## config.mk

```make
export PLATFORM = sky130hd
export DESIGN_NAME = fetch_unit
export DESIGN_NICKNAME = d
export VERILOG_FILES = /design/src/rtl/fetch_pkg.sv /design/src/rtl/fetch_fifo.sv /design/src/rtl/fetch_unit.sv
export SDC_FILE = /design/constraint.sdc
export NUM_CORES = 1
export LEC_CHECK = 0
export BUFFER_PORTS_ARGS = -buffer_cell sky130_fd_sc_hd__clkbuf_2
export CAP_MARGIN = 20
export CELL_PAD_IN_SITES_DETAIL_PLACEMENT = 0
export CELL_PAD_IN_SITES_GLOBAL_PLACEMENT = 2
export CORE_ASPECT_RATIO = 0.75
export CORE_UTILIZATION = 46
export DETAILED_ROUTE_END_ITERATION = 16
export PLACE_DENSITY = 0.95
export SYNTH_ARGS = -nofsm -noshare
export SYNTH_HDL_FRONTEND = slang
export SYNTH_SLANG_ARGS = --single-unit
```

## constraint.sdc

```tcl
create_clock -name clk -period 8 [get_ports clk]
set_clock_uncertainty 0.05 [all_clocks]
set_input_delay 0.8 -clock clk [delete_from_list [all_inputs] [get_ports clk]]
set_output_delay 0.8 -clock clk [all_outputs]
set_load 0.005 [all_outputs]
```

## src/rtl/fetch_pkg.sv

```systemverilog
`default_nettype none
// ============================================================================
// Module   : fetch_pkg
// Purpose  : Shared defaults and the prefetch entry record for the fetch unit.
//            c_DEPTH_DEFAULT     - prefetch FIFO entries (power of two, >= 2)
//            c_AW_DEFAULT        - instruction word-address width
//            c_HALT_WORD_DEFAULT - encoding of the halt instruction
//            fetch_entry_t       - {pc, instr} record held in the FIFO
// Revision : 1.0 - initial release
// ============================================================================
package fetch_pkg;

    localparam int          c_DEPTH_DEFAULT     = 4;
    localparam int          c_AW_DEFAULT        = 10;
    localparam logic [31:0] c_HALT_WORD_DEFAULT = 32'hFFFF_FFFF;

    typedef struct packed {
        logic [c_AW_DEFAULT-1:0] pc;
        logic [31:0]             instr;
    } fetch_entry_t;

endpackage
`default_nettype wire

```

## src/rtl/fetch_fifo.sv

```systemverilog
`default_nettype none
// ============================================================================
// Module   : fetch_fifo
// Purpose  : Prefetch FIFO holding {pc, instr} entries for the fetch unit.
// Ports    : clk, rst_n      - clock, asynchronous active-low reset
//            i_push/i_push_data - write one entry (ignored when full)
//            i_pop           - drop the head entry (ignored when empty)
//            i_flush         - discard all entries; overrides push and pop
//            o_full/o_empty/o_count - occupancy
//            o_head          - head entry (meaningful only when !o_empty)
// Revision : 1.0 - initial release
// ============================================================================
module fetch_fifo #(
    parameter int DEPTH = 4,
    parameter int W     = 42
) (
    input  logic                   clk,
    input  logic                   rst_n,
    input  logic                   i_push,
    input  logic [W-1:0]           i_push_data,
    input  logic                   i_pop,
    input  logic                   i_flush,
    output logic                   o_full,
    output logic                   o_empty,
    output logic [$clog2(DEPTH):0] o_count,
    output logic [W-1:0]           o_head
);

    localparam int c_PW = $clog2(DEPTH);
    localparam int c_CW = c_PW + 1;

    logic [W-1:0]    r_mem [DEPTH];
    logic [c_PW-1:0] r_wr_ptr_q, w_wr_ptr_d;
    logic [c_PW-1:0] r_rd_ptr_q, w_rd_ptr_d;
    logic [c_CW-1:0] r_count_q,  w_count_d;
    logic            w_do_push;
    logic            w_do_pop;

    assign o_full    = (r_count_q == c_CW'(DEPTH));
    assign o_empty   = (r_count_q == '0);
    assign o_count   = r_count_q;
    assign o_head    = r_mem[r_rd_ptr_q];
    assign w_do_push = i_push & ~o_full & ~i_flush;
    assign w_do_pop  = i_pop & ~o_empty & ~i_flush;

    // DEPTH is a power of two, so the pointers wrap by natural overflow.
    always_comb begin
        w_wr_ptr_d = r_wr_ptr_q;
        w_rd_ptr_d = r_rd_ptr_q;
        w_count_d  = r_count_q;
        if (i_flush) begin
            w_wr_ptr_d = '0;
            w_rd_ptr_d = '0;
            w_count_d  = '0;
        end else begin
            if (w_do_push) begin
                w_wr_ptr_d = r_wr_ptr_q + c_PW'(1);
            end
            if (w_do_pop) begin
                w_rd_ptr_d = r_rd_ptr_q + c_PW'(1);
            end
            case ({w_do_push, w_do_pop})
                2'b10:   w_count_d = r_count_q + c_CW'(1);
                2'b01:   w_count_d = r_count_q - c_CW'(1);
                default: w_count_d = r_count_q;
            endcase
        end
    end

    always_ff @(posedge clk or negedge rst_n) begin
        if (!rst_n) begin
            r_wr_ptr_q <= '0;
            r_rd_ptr_q <= '0;
            r_count_q  <= '0;
        end else begin
            r_wr_ptr_q <= w_wr_ptr_d;
            r_rd_ptr_q <= w_rd_ptr_d;
            r_count_q  <= w_count_d;
        end
    end

    // Storage needs no reset: occupancy alone decides what is valid.
    always_ff @(posedge clk) begin
        if (w_do_push) begin
            r_mem[r_wr_ptr_q] <= i_push_data;
        end
    end

endmodule
`default_nettype wire

```

## src/rtl/fetch_unit.sv

```systemverilog
`default_nettype none
// ============================================================================
// Module   : fetch_unit
// Purpose  : Instruction prefetcher. Issues one-word reads ahead of the
//            datapath into a credit-controlled FIFO, handles redirects
//            (flush + squash) and stops fetching after a halt word.
// Ports    : clk, rst_n                  - clock, asynchronous active-low reset
//            imem_req/imem_addr          - instruction-memory read request
//            imem_rdata                  - read data, one cycle after request
//            redirect_valid/redirect_pc  - branch/jump redirect
//            out_valid/out_ready/out_instr/out_pc - instruction stream to datapath
//            halted                      - halt word fetched, fetching stopped
// Revision : 1.0 - initial release
// ============================================================================
module fetch_unit
    import fetch_pkg::*;
#(
    parameter int          DEPTH     = c_DEPTH_DEFAULT,
    parameter int          AW        = c_AW_DEFAULT,
    parameter logic [31:0] HALT_WORD = c_HALT_WORD_DEFAULT
) (
    input  logic          clk,
    input  logic          rst_n,
    output logic          imem_req,
    output logic [AW-1:0] imem_addr,
    input  logic [31:0]   imem_rdata,
    input  logic          redirect_valid,
    input  logic [AW-1:0] redirect_pc,
    output logic          out_valid,
    input  logic          out_ready,
    output logic [31:0]   out_instr,
    output logic [AW-1:0] out_pc,
    output logic          halted
);

    localparam int c_PW = $clog2(DEPTH);
    localparam int c_CW = c_PW + 1;
    localparam int c_EW = AW + 32;

    logic [AW-1:0]   r_fetch_pc_q,    w_fetch_pc_d;
    logic            r_inflight_q,    w_inflight_d;
    logic [AW-1:0]   r_inflight_pc_q, w_inflight_pc_d;
    logic            r_halted_q,      w_halted_d;

    logic            w_full;
    logic            w_empty;
    logic [c_CW-1:0] w_count;
    logic [c_CW-1:0] w_used;
    logic [c_EW-1:0] w_head;
    logic            w_req;
    logic            w_capture;
    logic            w_push;
    logic            w_pop;

    // Credit: buffered entries plus the outstanding read may never exceed
    // DEPTH, so every response that comes back has a slot waiting for it.
    assign w_used = w_count + {{c_PW{1'b0}}, r_inflight_q};
    // rst_n gating keeps the strobe low while reset is held.
    assign w_req  = rst_n & ~r_halted_q & ~redirect_valid & (w_used < c_CW'(DEPTH));

    // A response is kept only if no redirect squashes it and no halt
    // has already been seen.
    assign w_capture = r_inflight_q & ~r_halted_q & ~redirect_valid;
    assign w_push    = w_capture & ~w_full;
    assign w_pop     = ~w_empty & out_ready;

    always_comb begin
        w_fetch_pc_d    = r_fetch_pc_q;
        w_inflight_d    = r_inflight_q;
        w_inflight_pc_d = r_inflight_pc_q;
        w_halted_d      = r_halted_q;
        if (redirect_valid) begin
            w_fetch_pc_d = redirect_pc;
            w_inflight_d = 1'b0;
            w_halted_d   = 1'b0;
        end else begin
            w_inflight_d = w_req;
            if (w_req) begin
                w_inflight_pc_d = r_fetch_pc_q;
                w_fetch_pc_d    = r_fetch_pc_q + AW'(1);
            end
            if (w_capture && (imem_rdata == HALT_WORD)) begin
                w_halted_d = 1'b1;
            end
        end
    end

    always_ff @(posedge clk or negedge rst_n) begin
        if (!rst_n) begin
            r_fetch_pc_q    <= '0;
            r_inflight_q    <= 1'b0;
            r_inflight_pc_q <= '0;
            r_halted_q      <= 1'b0;
        end else begin
            r_fetch_pc_q    <= w_fetch_pc_d;
            r_inflight_q    <= w_inflight_d;
            r_inflight_pc_q <= w_inflight_pc_d;
            r_halted_q      <= w_halted_d;
        end
    end

    fetch_fifo #(
        .DEPTH (DEPTH),
        .W     (c_EW)
    ) u_fifo (
        .clk         (clk),
        .rst_n       (rst_n),
        .i_push      (w_push),
        .i_push_data ({r_inflight_pc_q, imem_rdata}),
        .i_pop       (w_pop),
        .i_flush     (redirect_valid),
        .o_full      (w_full),
        .o_empty     (w_empty),
        .o_count     (w_count),
        .o_head      (w_head)
    );

    assign imem_req  = w_req;
    assign imem_addr = r_fetch_pc_q;
    assign halted    = r_halted_q;
    assign out_valid = ~w_empty;
    // Zero the data outputs when empty so unwritten storage never shows.
    assign out_pc    = w_empty ? '0 : w_head[c_EW-1:32];
    assign out_instr = w_empty ? '0 : w_head[31:0];

endmodule
`default_nettype wire
```

# Word-level counts from Yosys, hierarchy flattened
# Memory sizes are Yosys's and may differ from the RTL's.
# Index checks and enable logic that the tools add are counted.
word_totals:
  ff_bits: 29
  ramBits: 168
  elab_cells: 57
  n_memories: 1
mem_list:
  columns: ["memory", "depth", "word_bits", "read_ports", "rd_clocked_by_memory_dff", "wr", "line", "rtl"]
  rows:
  - ["u_fifo.r_mem", 4, 42, 1, 0, 1, "fetch_fifo.sv:32", "logic [W-1:0] r_mem [DEPTH];"]
op_classes:
  n_addsub: 6
  magnitude_cmp: 1
  n_eq_ne: 4
  n_mux: 15
  bitwise: 15
  n_reduce_logical: 8
ops:
  columns: ["op", "count"]
  rows:
  - ["$eq 32x32->1 const B", 1]
  - ["$mux 32", 1]
  - ["$mux 10", 3]
  - ["$and 1x1->1", 11]
  - ["$add 10x1->10 const B", 1]
  - ["$mux 2", 4]
  - ["$reduce_bool 2->1", 4]
  - ["$pmux 3 s2", 1]
  - ["$mux 1", 5]
  - ["$add 2x1->2 const B", 2]
  - ["$not 1->1", 4]
  - ["$add 3x1->3", 1]
  - ["$add 3x1->3 const B", 1]
  - ["$eq 3x3->1 const B", 1]
  - ["$logic_not 3->1", 1]
  - ["$lt 3x3->1 const B", 1]
  - ["$mux 3", 1]
  - ["$reduce_bool 3->1", 1]
  - ["$sub 3x1->3 const B", 1]
  - ["$eq 2x1->1 const B", 1]
  - ["$eq 2x2->1 const B", 1]
  - ["$reduce_and 2->1", 1]
  - ["$logic_and 1x1->1", 1]

# Longest topological paths before layout
# Gate-level depths: netlist (run 1).
depth:
  depth_word: 9
  depth_mapped: 8
  ltp_nobuf: 7

# Hierarchy
# From an unflattened synthesis (run 1), not the netlist that was laid out.
unflattened:
  cells_unflattened: 453
  hier_area_um2: 8064.0
modules_own_cells:
  columns: ["mod", "instances", "cells_per_inst", "area_per_inst_um2"]
  rows:
  - ["fetch_fifo", 1, 284, 6623.9]
  - ["fetch_unit", 1, 169, 1440.1]

# Worst setup path after synthesis (run 1)
# No wires, ideal clock.
synth_path:
  path_type: "input port to flip-flop"
  startpoint: "input redirect_valid"
  endpoint: "memory u_fifo.r_mem[0][0], enable pin"
  arrival_ns: 2.695
  t_required_ns: 7.547
  path_slack_ns: 4.851
  cell_stages: 4
  path_buffers: 1
  cell_sequence: "buf_2 -> or3b_4 -> nor2_1 -> and2_1"
synth_via:
  elab_chain_cells: 7
synth_rtl:
  columns: ["element", "line", "rtl"]
  rows:
  - ["from (decl)", "fetch_unit.sv:27", "input logic redirect_valid,"]
  - ["$not 1->1 (no source line) (*)", null, null]
  - ["$and 1x1->1", "fetch_unit.sv:63", "assign w_capture = r_inflight_q & ~r_halted_q & ~redirect_valid;"]
  - ["$and 1x1->1", "fetch_unit.sv:64", "assign w_push = w_capture & ~w_full;"]
  - ["$and 1x1->1", "fetch_fifo.sv:43", "assign w_do_push = i_push & ~o_full & ~i_flush;"]
  - ["$and 1x1->1 (*)", "fetch_fifo.sv:43", null]
  - ["$mux 1 (*)", "fetch_fifo.sv:84", "if (w_do_push) begin"]
  - ["$mux 1 (implied by the code) (*)", "fetch_fifo.sv:85", "r_mem[r_wr_ptr_q] <= i_push_data;"]
  - ["to (decl)", "fetch_fifo.sv:32", null]
# Every way passes the cells marked *; elsewhere a longest branch is shown, timed or not.

# Final worst setup path (run 1)
layout_path:
  startpoint: "input rst_n"
  endpoint: "output imem_req"
layout_via:
  elab_chain_cells: 3
layout_rtl:
  columns: ["element", "line", "rtl"]
  rows:
  - ["from (decl)", "fetch_unit.sv:23", "input logic rst_n,"]
  - ["$and 1x1->1 (3 in series)", "fetch_unit.sv:59", "assign w_req = rst_n & ~r_halted_q & ~redirect_valid & (w_used < c_CW'(DEPTH));"]
  - ["to (decl)", "fetch_unit.sv:24", "output logic imem_req,"]
# Every way passes these cells.

==> results of run 1 <==
-- power by group through the flow --
| stage | Sequential [mW] | Clock (mW) | Combinational (mW) |
|---|---|---|---|
| after detailed placement | 1.29 | 0 | 0.643 |
| after global routing | 1.28 | 0.893 | 0.707 |
| after global placement | 1.29 | 0 | 0.630 |
| final | 1.27 | 0.840 | 0.633 |
| after floorplan | 1.26 | 0 | 0.421 |
| after CTS | 1.27 | 0.851 | 0.649 |
-- worst max-delay path: cells and delay by family --
| family | cells | cell delay [ps] |
|---|---|---|
| buffers and inverters | 3 | 1270 |
| AO/OA/AOI/OAI | 1 | 570 |
-- worst max-delay path by stage --
stage | start | endpoint | cells after the start | slack (ps)
2_1_floorplan | redirect_valid | u_fifo.r_mem[0][0] | 4 | 4850
3_3_place_gp | rst_n | imem_req | 4 | 4480
3_5_place_dp | rst_n | imem_req | 4 | 4450
4_1_cts | rst_n | imem_req | 4 | 4450
5_1_grt | rst_n | imem_req | 4 | 4190
6_report | rst_n | imem_req | 4 | 4490
-- cell type report --
cell class | count | share of cell area (%)
Multi-Input combinational cell | 208 | 21.9
Clock buffer | 21 | 4.75
Sequential cell | 197 | 62.3
Clock inverter | 10 | 1.43
Tap cell | 215 | 2.90
Timing Repair Buffer | 106 | 6.43
Inverter | 6 | 0.243
-- metal layers --
metal	global-route usage, %	share of wire [%]
met1	24.3	46
met3	4.94	3.9
met5	0	0
met4	6.67	1.6
met2	28.2	48
-- stage by stage --
stage | power (mW) | instance area (um^2) | hold slack, ps
floorplan | 1.68 | 7920 | 426
global placement | 1.92 | 8610 | 456
detailed placement | 1.94 | 8610 | 465
CTS | 2.77 | 9190 | 382
global route | 2.88 | 9270 | 434
finish | 2.74 | 9270 | 384
-- cell families (layout without fill, tap and decap cells) --
group	after synthesis	in the layout	share of synthesized area, %
adders and majority gates	6	6	1.04
xor gates and xnor gates	3	3	0.332
and+or+nand+nor	125	125	8.66
DFF	197	197	72.9
buffers and inverters	28	143	1.53
muxes	53	53	13.4
AOI/OAI and AO/OA	21	21	2.16
-- sequential cells by signal, indices dropped and copies added (netlist names) --
| name | flops |
|---|---|
| r_inflight_pc_q | 10 |
| u_fifo.o_count | 3 |
| halted | 1 |
| r_inflight_q | 1 |
| u_fifo.r_rd_ptr_q | 2 |
| u_fifo.r_mem | 168 |
| u_fifo.r_wr_ptr_q | 2 |
| imem_addr | 10 |
-- cell usage after synthesis (all sizes together), types with 5 or more instances --
cell type,number
edfxtp,168
and2,47
mux4,42
nand2,34
dfrtp,29
clkbuf,13
buf,9
a221o,8
nor3,8
nand4,7
nor2,7
inv,6
mux2i,6
ha,5
mux2,5
nand3,5
==> key figures, run 1 <==
Route
  – Wirelength per Cell: 19.7 um
  – DRC viols: 0
  – DRT antenna net count: 0
  – DR vias: 4171
  – Vias per inst: 5.47
  – Routed wire length: 15000 um
  – Drt pass-1 iters: 4
  – Initial DRC count: 322

Finish
  – Most common cell after layout, fill and taps aside: edfxtp_1
  – Fillcell total: 1300
  – Final net count: 588
  – Sequential Area: 0.00577 mm^2
  – Layout cells sized above 1: 34.1%
  – Diodes inserted: 0
  – Commonest cells after routing, fill and taps aside: edfxtp_1 (168), clkbuf_2 (100), and2_1 (43)
  – Area of the multi-input gates: 0.00203 mm^2
  – Area grow syn2layout: 17.0%
  – Final core occ: 55.1%
  – Final instance count without filler cells: 763

Setup path
  – R2r setup slk: 5310 ps
  – Worst r2r src: u_fifo.o_count[0]
  – Reg-to-Reg End: imem_addr[6]
  – Crit path capture type: primary output
  – CP Launch Type: input port
  – Critical path arrival: 2660 ps
  – CP most frequent cell: clkbuf_2
  – Slowest-stage cell, CP: clkbuf_2
  – Critical-path maximum fanout: 30
  – Worst path max stage delay: 580 ps
  – Crit-path cells: clkbuf_2, o211ai_2, inv_2, clkbuf_2
  – Register-to-Register Path Depth: 5
  – CP Class: in -> out
  – Critical Path RT: 7150 ps

Clock network
  – Clock Latency Late Sink: 420 ps
  – Total CTS buffers: 17
  – H-tree Lvls: 4
  – Clock-pin transition on the worst setup and hold timing paths: 70 ps
  – TritonCTS clock tree: yes
  – Hold buffers post-CTS: 0
  – Post-CTS Setup Bufs: 0
  – Clock sinks: 197
  – Max Root-Sink Buffers: 2
  – Post-CTS sizing: 0
  – Clock Tree Root: clkbuf_16

Power and ir drop
  – Lkg Pwr: 3.31 nW
  – Sequential power share: 46.3%
  – Share of total power in the clock network: 30.6%
  – Internal power: 2.01 mW
  – Combinational Power Share: 23.1%
  – Sw Share: 26.6%
  – Net switching power: 0.729 mW
  – Power Density: 296 mW/mm^2
  – Max rail drop VDD: 0.000183 V

Timing
  – Crit path time final: 3510 ps
  – Worst Tran Pin Value: 1090 ps
  – Final-report hold violation count: 0
  – Crit path setup slack, layout: 4490 ps
  – Rel. slew slack: 27.6%
  – Fmax: 0.285 GHz
  – RSZ-0062 raised after global routing: no
  – Setup TNS: 0 ps
  – Final setup fails: 0
  – Max Slew Vio Count: 0
  – Period utilisation layout: 43.9%

Synthesis
  – Yosys synthesis warning count: 0
  – Number of synthesized register bits: 197
  – Syn avg cell area: 18.3 um^2
  – Number of flops mapped to enable cells by yosys: 168
  – Synth Cell Area: 0.00792 mm^2
  – Top FF cell, synth: edfxtp_1
  – Syn_nets: 485
  – Register area share after synthesis: 72.9%
  – Distinct cells, synth: 42
  – Cells after synthesis: 433
  – Cell taking the most area after synthesis: edfxtp_1
  – Async set-reset flop share out of synthesis: 14.7%
  – Share of the synthesized area in the top cell type: 63.7%
  – Synth area leaders: edfxtp_1 (64%), mux4_2 (12%), dfrtp_1 (9.2%)

Global route
  – Initial antenna violation count: 0
  – Number of global-route vias before repair: 4227
  – First-pass GRT wire length: 23400 um
  – GRT Residual Overflow: 0
  – Largest net degree at the start of global routing: 45
  – GRT Util Overall: 17.9%

Place
  – DP Cell Count: 728
  – Post-DP HPWL: 9000 um
  – Place WS: 4450 ps
  – Placer congestion estimate: 0.764
  – Port Buffers: 100

Status
  – Status: finished, final reports clean

Floorplan
  – Area of the die: 0.0178 mm^2
  – IO Pins: 101
  – Core Footprint: 0.0168 mm^2
  – Rows: 41
  – Die Y: 116 um
  – Die Wd: 154 um
  – Initial Util: 47.1%

Flow run
  – Max cap viols: 0

Hold path
  – Tightest Hold Check Type: in -> async
Note: power is estimated with default switching activity, not from simulation.
==> run 2: changes to the inputs <==
--- a/config.mk
+++ b/config.mk
@@ -5,14 +5,15 @@
 export SDC_FILE = /design/constraint.sdc
 export NUM_CORES = 1
 export LEC_CHECK = 0
+export ABC_AREA = 1
 export BUFFER_PORTS_ARGS = -buffer_cell sky130_fd_sc_hd__clkbuf_2
 export CAP_MARGIN = 20
 export CELL_PAD_IN_SITES_DETAIL_PLACEMENT = 0
 export CELL_PAD_IN_SITES_GLOBAL_PLACEMENT = 2
 export CORE_ASPECT_RATIO = 0.75
-export CORE_UTILIZATION = 46
+export CORE_UTILIZATION = 35
 export DETAILED_ROUTE_END_ITERATION = 16
-export PLACE_DENSITY = 0.95
+export PLACE_DENSITY = 0.88
 export SYNTH_ARGS = -nofsm -noshare
 export SYNTH_HDL_FRONTEND = slang
 export SYNTH_SLANG_ARGS = --single-unit
==> constraint.sdc (replaced) <==
create_clock -name clk -period 3.2 [get_ports clk]
set_clock_uncertainty 0.05 [all_clocks]
set_input_delay 0.32 -clock clk [delete_from_list [all_inputs] [get_ports clk]]
set_output_delay 0.32 -clock clk [all_outputs]
set_load 0.005 [all_outputs]
==> key figures, run 2 <==
Timing
  – Setup TNS: 0 ps (unchanged)
  – Period utilisation layout: 89.1%
  – Hold_ws: 59.3 ps (-325 ps)
  – Max Slew Vio Count: 0 (unchanged)
  – Crit path time final: 2850 ps
  – Final-report hold violation count: 0 (unchanged)
  – Worst Tran Pin Value: 857 ps (-230 ps)
  – Final setup fails: 0 (unchanged)
  – Rel. slew slack: 42.8% (+15 points)
  – RSZ-0062 raised after global routing: no
  – Fmax: 0.351 GHz

Route
  – Initial DRC count: 511 (+59%)
  – DRC viols: 0 (unchanged)
  – DR vias: 5336 (+28%)
  – Vias per inst: 4.86 (-11%)
  – Drt pass-1 iters: 5 (+1)
  – Routed wire length: 18100 um (+21%)
  – Wirelength per Cell: 16.5 um (-16%)
  – DRT antenna net count: 0 (unchanged)

Clock network
  – Post-CTS sizing: 0 (unchanged)
  – Clock Tree Root: clkbuf_16
  – H-tree Lvls: 4 (unchanged)
  – Max Root-Sink Buffers: 2 (unchanged)
  – Clock sinks: 197 (unchanged)
  – Clock Latency Late Sink: 430 ps (about the same)
  – Total CTS buffers: 17 (unchanged)
  – TritonCTS clock tree: yes
  – Clock-pin transition on the worst setup and hold timing paths: 70 ps (about the same)

Finish
  – Layout cells sized above 1: 20.3% (-14 points)
  – Most common cell after layout, fill and taps aside: nor2_1
  – Fillcell total: 2147 (+65%)
  – Area grow syn2layout: 17.4%
  – Biggest register: u_fifo.r_mem
  – Commonest cells after routing, fill and taps aside: nor2_1 (177), edfxtp_1 (168), clkbuf_2 (100)
  – Diodes inserted: 0 (unchanged)
  – Area of the multi-input gates: 0.00207 mm^2 (+1.9%)
  – Sequential Area: 0.00577 mm^2 (about the same)
  – Final net count: 843 (+43%)
  – Max reg flops: 168 (unchanged)

Synthesis
  – Adder and majority gate portion of the synthesized area: 1.02% (-0.020 points)
  – Number of flops mapped to enable cells by yosys: 168 (unchanged)
  – Yosys synthesis warning count: 0 (unchanged)
  – Cells after synthesis: 694 (+60%)
  – Synth area leaders: edfxtp_1 (62%), dfrtp_1 (9.0%), nor2_1 (8.4%)
  – Multiplexer area fraction after synthesis: 0% (-13 points)
  – Syn_nets: 746 (+54%)
  – Async set-reset flop share out of synthesis: 14.7% (unchanged)
  – Main combinational cell family by area after synthesis: simple AND/OR/NAND/NOR gates
  – Simple-gate share of the synthesized area: 14.0% (+5.3 points)
  – Post-synthesis compound-gate area fraction: 9.82% (+7.7 points)
  – Most common cell in the synthesized netlist: nor2_1
  – Synth Cell Area: 0.00808 mm^2 (+2.0%)
  – Top FF cell, synth: edfxtp_1
  – Cell taking the most area after synthesis: edfxtp_1
  – Register area share after synthesis: 71.4% (-1.4 points)
  – Syn avg cell area: 11.6 um^2 (-36%)
  – Distinct cells, synth: 32 (-24%)
  – Top cells by count, synth: nor2_1 (181), edfxtp_1 (168), o21ai_0 (84)
  – Post-Synth XOR/XNOR Area: 0.434% (+0.10 points)
  – Number of synthesized register bits: 197 (unchanged)
  – Share of the synthesized area in the top cell type: 62.5% (-1.2 points)

Global route
  – Initial antenna violation count: 0 (unchanged)
  – First-pass GRT wire length: 28800 um (+23%)
  – Largest net degree at the start of global routing: 73 (+62%)
  – GRT Residual Overflow: 0 (unchanged)
  – Number of global-route vias before repair: 5094 (+21%)
  – GRT Util Overall: 16.1% (-1.8 points)

Floorplan
  – Initial Util: 36.1% (-11 points)
  – Core Footprint: 0.0223 mm^2 (+33%)
  – Die Y: 134 um (+15%)
  – IO Pins: 101 (unchanged)
  – Area of the die: 0.0237 mm^2 (+33%)
  – Rows: 47 (+15%)
  – Die Wd: 177 um (+16%)

Setup path
  – Worst path max stage delay: 840 ps (+260 ps)
  – Top Family by Delay on Critical Path: flip-flops
  – CP Launch Type: flop
  – Slowest-stage cell, CP: dfrtp_2
  – Crit path capture type: primary output
  – CP most frequent cell: nor2_1
  – Critical Path RT: 2830 ps (-4320 ps)
  – CP Buf/Inv Count: 2 (-1)
  – Crit-path cells: buf_4, nor2_1, nor2_1, o21ai_0, a21oi_1, clkbuf_2
  – Critical path arrival: 2480 ps (-180 ps)
  – Critical-path maximum fanout: 38 (+27%)
  – CP Class: reg -> out

Place
  – Post-DP HPWL: 11300 um (+25%)
  – Port Buffers: 100 (unchanged)
  – Placer congestion estimate: 0.754 (-1.3%)

Power and ir drop
  – Lkg Pwr: 3.56 nW (+7.6%)
  – Power Density: 671 mW/mm^2 (+130%)
  – Max rail drop VDD: 0.000394 V (+110%)

Flow run
  – Max cap viols: 0 (unchanged)

Hold path
  – Tightest Hold Check Type: in -> reg

Status
  – Status: finished, final reports clean
[run 2: changes by cell type after synthesis, sizes merged, moves of 13 or more]
cell	previous run	this run
o21ai	4	101
a21oi	1	45
nand3	5	18
nor2	7	183
and2	47	0
inv	6	25
nand2	34	56
mux4	42	0
[run 2: routing by layer]
| metal | wire [um] | up-vias | track usage [%] | share of wire [%] |
|---|---|---|---|---|
| met3 | 1140 | 11 | 4.20 | 6.3 |
| li1 | - | 2628 | - | - |
| met1 | 9120 | 2551 | 24.4 | 50 |
| met5 | 0 | - | 0 | 0 |
| met2 | 7750 | 146 | 23.0 | 43 |
| met4 | 121 | 0 | 3.66 | 0.67 |
[run 2: power by group]
| group | switching [mW] | leakage [nW] | internal [mW] | total [mW] |
|---|---|---|---|---|
| clock | 0.910 | 0.263 | 1.07 | 1.98 |
| combinational | 0.859 | 1.41 | 0.468 | 1.33 |
| sequential | 0.135 | 1.89 | 2.92 | 3.05 |
| total | 1.90 | 3.56 | 4.46 | 6.36 |
[run 2: worst reg2reg max path, stage by stage (launching register included)]
cell and delay, ps:
dfrtp_1 460, nor3b_4 360, nand2_4 210, nor2_4 580, buf_12 290
[run 2: cell type report]
| cell class | count | area share, % |
|---|---|---|
| clock buffer | 20 | 4.61 |
| tap | 294 | 3.88 |
| sequential | 197 | 60.9 |
| clock inverter | 11 | 1.06 |
| multi-input combinational | 435 | 21.9 |
| timing repair buffer | 114 | 6.68 |
| inverter | 26 | 1.03 |
[run 2: path summary, 6_finish.rpt]
kind	startpoint	cells past startpoint	slack [ps]	to
setup reg to reg	halted	4	950	u_fifo.r_mem[0][36]
setup / recovery	u_fifo.r_rd_ptr_q[0]	6	350	out_instr[18]
min in group asynchronous	rst_n	3	420	imem_addr[0]
hold / removal	redirect_pc[8]	3	60	imem_addr[8]
max in group asynchronous	rst_n	3	2380	u_fifo.r_rd_ptr_q[0]
hold reg to reg	r_inflight_pc_q[5]	0	490	u_fifo.r_mem[3][37]
[run 2: through the flow]
step | cell area (um^2) | power, mW | setup WS, ps | instances | util (%)
after floorplan | 8080 | 3.82 | 91.9 | 694 | -
after global placement | 8930 | 4.44 | 778 | 1065 | 40.0
after detailed placement | 8930 | 4.45 | 711 | 1065 | 40.0
after CTS | 9480 | 6.43 | 323 | 1097 | 42.4
after global routing | 9480 | 6.68 | 189 | 1097 | 42.4
final | 9480 | 6.36 | 349 | 1097 | 42.4
[run 2: logic make-up after synthesis]
group	Yosys count
adder cells (fa/ha/maj)	6
AO/OA/AOI/OAI	153
XOR/XNOR	4
flip-flops	197
buffers and inverters	62
AND/OR/NAND/NOR	272
[run 2: repair_timing]
item,4_1_cts,5_1_grt
setup buffers,0,0
hold buffers,1,0
hold endpoints to repair,29,0
